## src/rtl/counter_pkg.sv

```systemverilog
// Shared constants and types for the free-running counter.
//   COUNT_WIDTH : default counter width in bits (4)
//   count_t     : counter value type at the default width
package counter_pkg;

  localparam int COUNT_WIDTH = 4;

  typedef logic [COUNT_WIDTH-1:0] count_t;

endpackage : counter_pkg

```

## src/rtl/counter_4bit.sv

```systemverilog
// Free-running up-counter with synchronous parallel load.
//
// Ports:
//   clk       : single clock, all state changes on its rising edge except reset
//   reset_n   : asynchronous active-low reset, clears count immediately
//   load      : synchronous load enable, active-high, takes priority over counting
//   load_data : value captured into the counter on a rising edge while load is high
//   count     : counter value, driven straight from the register
//
// Priority is reset, then load, then increment. The counter has no enable and
// wraps silently from all-ones back to zero. Reset release is assumed to be
// synchronised upstream, so no synchroniser is included here.
module counter_4bit #(
  parameter int WIDTH = counter_pkg::COUNT_WIDTH
) (
  input  logic             clk,
  input  logic             reset_n,
  input  logic             load,
  input  logic [WIDTH-1:0] load_data,
  output logic [WIDTH-1:0] count
);

  logic [WIDTH-1:0] count_q;

  always_ff @(posedge clk or negedge reset_n) begin
    if (!reset_n) begin
      count_q <= '0;
    end else if (load) begin
      count_q <= load_data;
    end else begin
      // Natural modulo-2^WIDTH wrap; no flag, no stall.
      count_q <= count_q + WIDTH'(1);
    end
  end

  assign count = count_q;

endmodule : counter_4bit

```

## config.mk

```make
export PLATFORM = sky130hd
export DESIGN_NAME = counter_4bit
export DESIGN_NICKNAME = d
export VERILOG_FILES = /design/src/rtl/counter_pkg.sv /design/src/rtl/counter_4bit.sv
export SDC_FILE = /design/constraint.sdc
export NUM_CORES = 1
export LEC_CHECK = 0
export CAP_MARGIN = 20
export CORE_AREA = 5 5 42 44
export DETAILED_ROUTE_END_ITERATION = 16
export DIE_AREA = 0 0 47 49
export HOLD_SLACK_MARGIN = 0.03
export SYNTH_ARGS = -nofsm -noshare
export SYNTH_HDL_FRONTEND = slang
export SYNTH_SLANG_ARGS = --single-unit
```

## constraint.sdc

```tcl
create_clock -name clk -period 1.2 [get_ports clk]
set_clock_uncertainty 0.2 [all_clocks]
set_input_delay 0.24 -clock clk [delete_from_list [all_inputs] [get_ports clk]]
set_output_delay 0.24 -clock clk [all_outputs]
set_load 0.01 [all_outputs]
```

==> out/results.ini, run 1 <==
[job]
max_cap_violations = 0

[drt]
drtIter0Drc = 1
wirelength_microns = 518
viasPerCell = 3.47
dr.pass1.iters = 3
remaining_drc_errors = 0
num_vias = 170
wire_per_inst_microns = 10.6
ant_nets = 0

[global_routing]
antenna_found_initial = 0
grt_pass1_wl_microns = 731
grt_max_degree = 7
grt.overflow.total = 0
grt_pass1_vias = 188
grt_util_all_layers_pct = 5.23

[floorplan]
die_area_sq_um = 2300
io_pins = 11
die_h_microns = 49
initial_utilization_pct = 12.3
num_rows = 14
dieWidth_microns = 47
core_area_sq_um = 1400

[placed_design]
hpwlAfterDp_microns = 390
portBuffers = 10
dp.cells = 44
place_ws_ns = -0.194
routabilityCongestion = 0.661

[final_layout]
area_delta_synth_final_pct = 94.2
largest_register_ffs = 4
layout.nets = 43
stdcell_count = 49
drive_above_1_share_pct = 36.4
n_antenna_cell = 0

[logic_synthesis]
synth-seq-cells = 4
syn_area_per_cell_sq_um = 11.5
yosys_warnings = 0
syn_inst = 15
synth_area_leaders = dfrtp_1, ha_1, mux2_2, nand2_1, o21ai_0
synth_top_area_cell = dfrtp_1
synth_top_area_share_pct = 58.0
syn_area_sq_um = 173
synth_fp_nets = 23
synth_seq_area_share_pct = 58.0
ys_types = 9

[critical_path]
arrival_ns = 1.16
worstSetupPathType = flop to flop
crit_end = count[1]
critPathCaptureType = flop
crit_fanout = 4
reg2reg_setup_slack_ns = -0.05
r2r-start = count[0]
crit_start = count[0]
reg2reg_depth = 2
worstSetupStartpointType = flop
r2r-end = count[1]
worstPathRequired_ns = 1.11

[clock_network]
cts_root_buf = clkbuf_4
clock_path_buffers = 2
tritoncts = yes
numCtsBuffers = 3
htreeDepth = 1
cts_sinks = 4
clk_latency_ns = 0.23
clkSlewWorstSetupHoldPaths_ns = 0.04

[sta]
slew_headroom_pct = 86.7
fin_hold_ws_ns = 0.315
finalHoldViolations = 0
timing.fmax_mhz = 800
finalWorstSetupSlack_ns = -0.0497
finalSetupViolations = 2
worst_slew_pin_slew_ns = 0.199
drv_slew = 0
finalCritPeriodShare_pct = 104
rsz0062_at_grt = true
period_minus_slack_ns = 1.25

[power_and_ir_drop]
vdd_ir_drop_max_v = 0.000285
power_leakage_nw = 0.153
power_density_nw_per_um2 = 1370

[outcome]
violations = negative setup slack
status = finished, violations left

[hold_path]
hold_class = flop to flop

==> critical path, cell delays in order, from the launching register on <==
cell and delay, ns:
dfrtp_1 0.40, ha_1 0.27, mux2_2 0.26
==> cell usage in the layout, fill, tap and decap left out <==
master,Yosys,layout
nand3_1,1,1
dfrtp_1,4,4
clkdlybuf4s50_1,0,6
clkbuf_4,0,3
buf_4,0,4
mux2_2,1,1
o21ai_1,1,1
xor2_1,1,1
buf_2,0,4
nand2_1,3,3
ha_1,1,1
o21ai_0,2,2
dlygate4sd3_1,0,1
xnor2_1,1,1
==> synthesized netlist by cell type <==
master / n
mux2_2: 1
xor2_1: 1
nand2_1: 3
xnor2_1: 1
nand3_1: 1
o21ai_1: 1
o21ai_0: 2
dfrtp_1: 4
ha_1: 1
==> kinds of logic after synthesis <==
kind of cell | after synthesis | share of synthesized area [%]
and+or+nand+nor | 4 | 9.42
DFF | 4 | 58.0
AOI/OAI and AO/OA | 3 | 8.69
xor gates and xnor gates | 2 | 10.1
muxes | 1 | 6.52
adders and majority gates | 1 | 7.25
==> layer usage <==
layer / wire length (microns) / track usage (%) / share of wire (%)
met4: 0 / 6.91 / 0
met2: 222 / 5.88 / 43
met1: 199 / 5.32 / 38
met5: 0 / 0 / 0
met3: 96 / 3.32 / 19
==> through the flow <==
stage	utilization (%)	instance area, sq um	power [mW]	setup TNS, ns
4_1_cts	23.4	328	0.463	-0.102
2_1_floorplan	-	173	0.217	-0.0647
3_3_place_gp	22.5	315	0.308	-0.882
6_report	23.9	335	0.460	-0.0734
3_5_place_dp	22.5	315	0.309	-0.958
5_1_grt	23.9	335	0.490	-0.172
==> worst min-delay path by stage <==
stage	slack [ns]	from	to	cells past startpoint
after floorplan	-0.26	reset_n	count[0]	0
after global placement	0.26	reset_n	count[3]	1
after detailed placement	0.26	reset_n	count[0]	1
after CTS	0.31	count[0]	count[0]	1
after global routing	0.34	count[0]	count[0]	1
final	0.31	count[0]	count[0]	1
==> cell type report <==
class | count | area (sq um)
Fill cell | 164 | 1070
Multi-Input combinational cell | 11 | 72.6
Sequential cell | 4 | 100
Tap cell | 16 | 20.0
Clock buffer | 3 | 22.5
Timing Repair Buffer | 15 | 120
==> what timing repair did <==
item | 4_1_cts | 5_1_grt
hold buffers | 1 | 0
hold endpoints to repair | 4 | 0
endpoints found under the setup margin | 5 | 4
setup buffers | 0 | 1
gates resized for setup | 16 | 0
==> power by group <==
part / leakage, nW / internal, mW / switching [mW]
Clock: 0.0138 / 0.112 / 0.0504
Sequential: 0.0477 / 0.156 / 0.0131
Combinational: 0.0918 / 0.0778 / 0.0511
Total: 0.153 / 0.345 / 0.115
Note: power is estimated with default switching activity, not from simulation.
==> run 2: changes to the inputs <==
SLEW_MARGIN = 10   (was unset)
==> results of run 2 <==
Same layout as run 1: the final DEF is identical, and so are final timing and power.
==> run 3: changes to the inputs <==
CTS_CLUSTER_SIZE = 28   (was unset)
==> results of run 3 <==
Same layout as run 1: the final DEF is identical, and so are final timing and power.
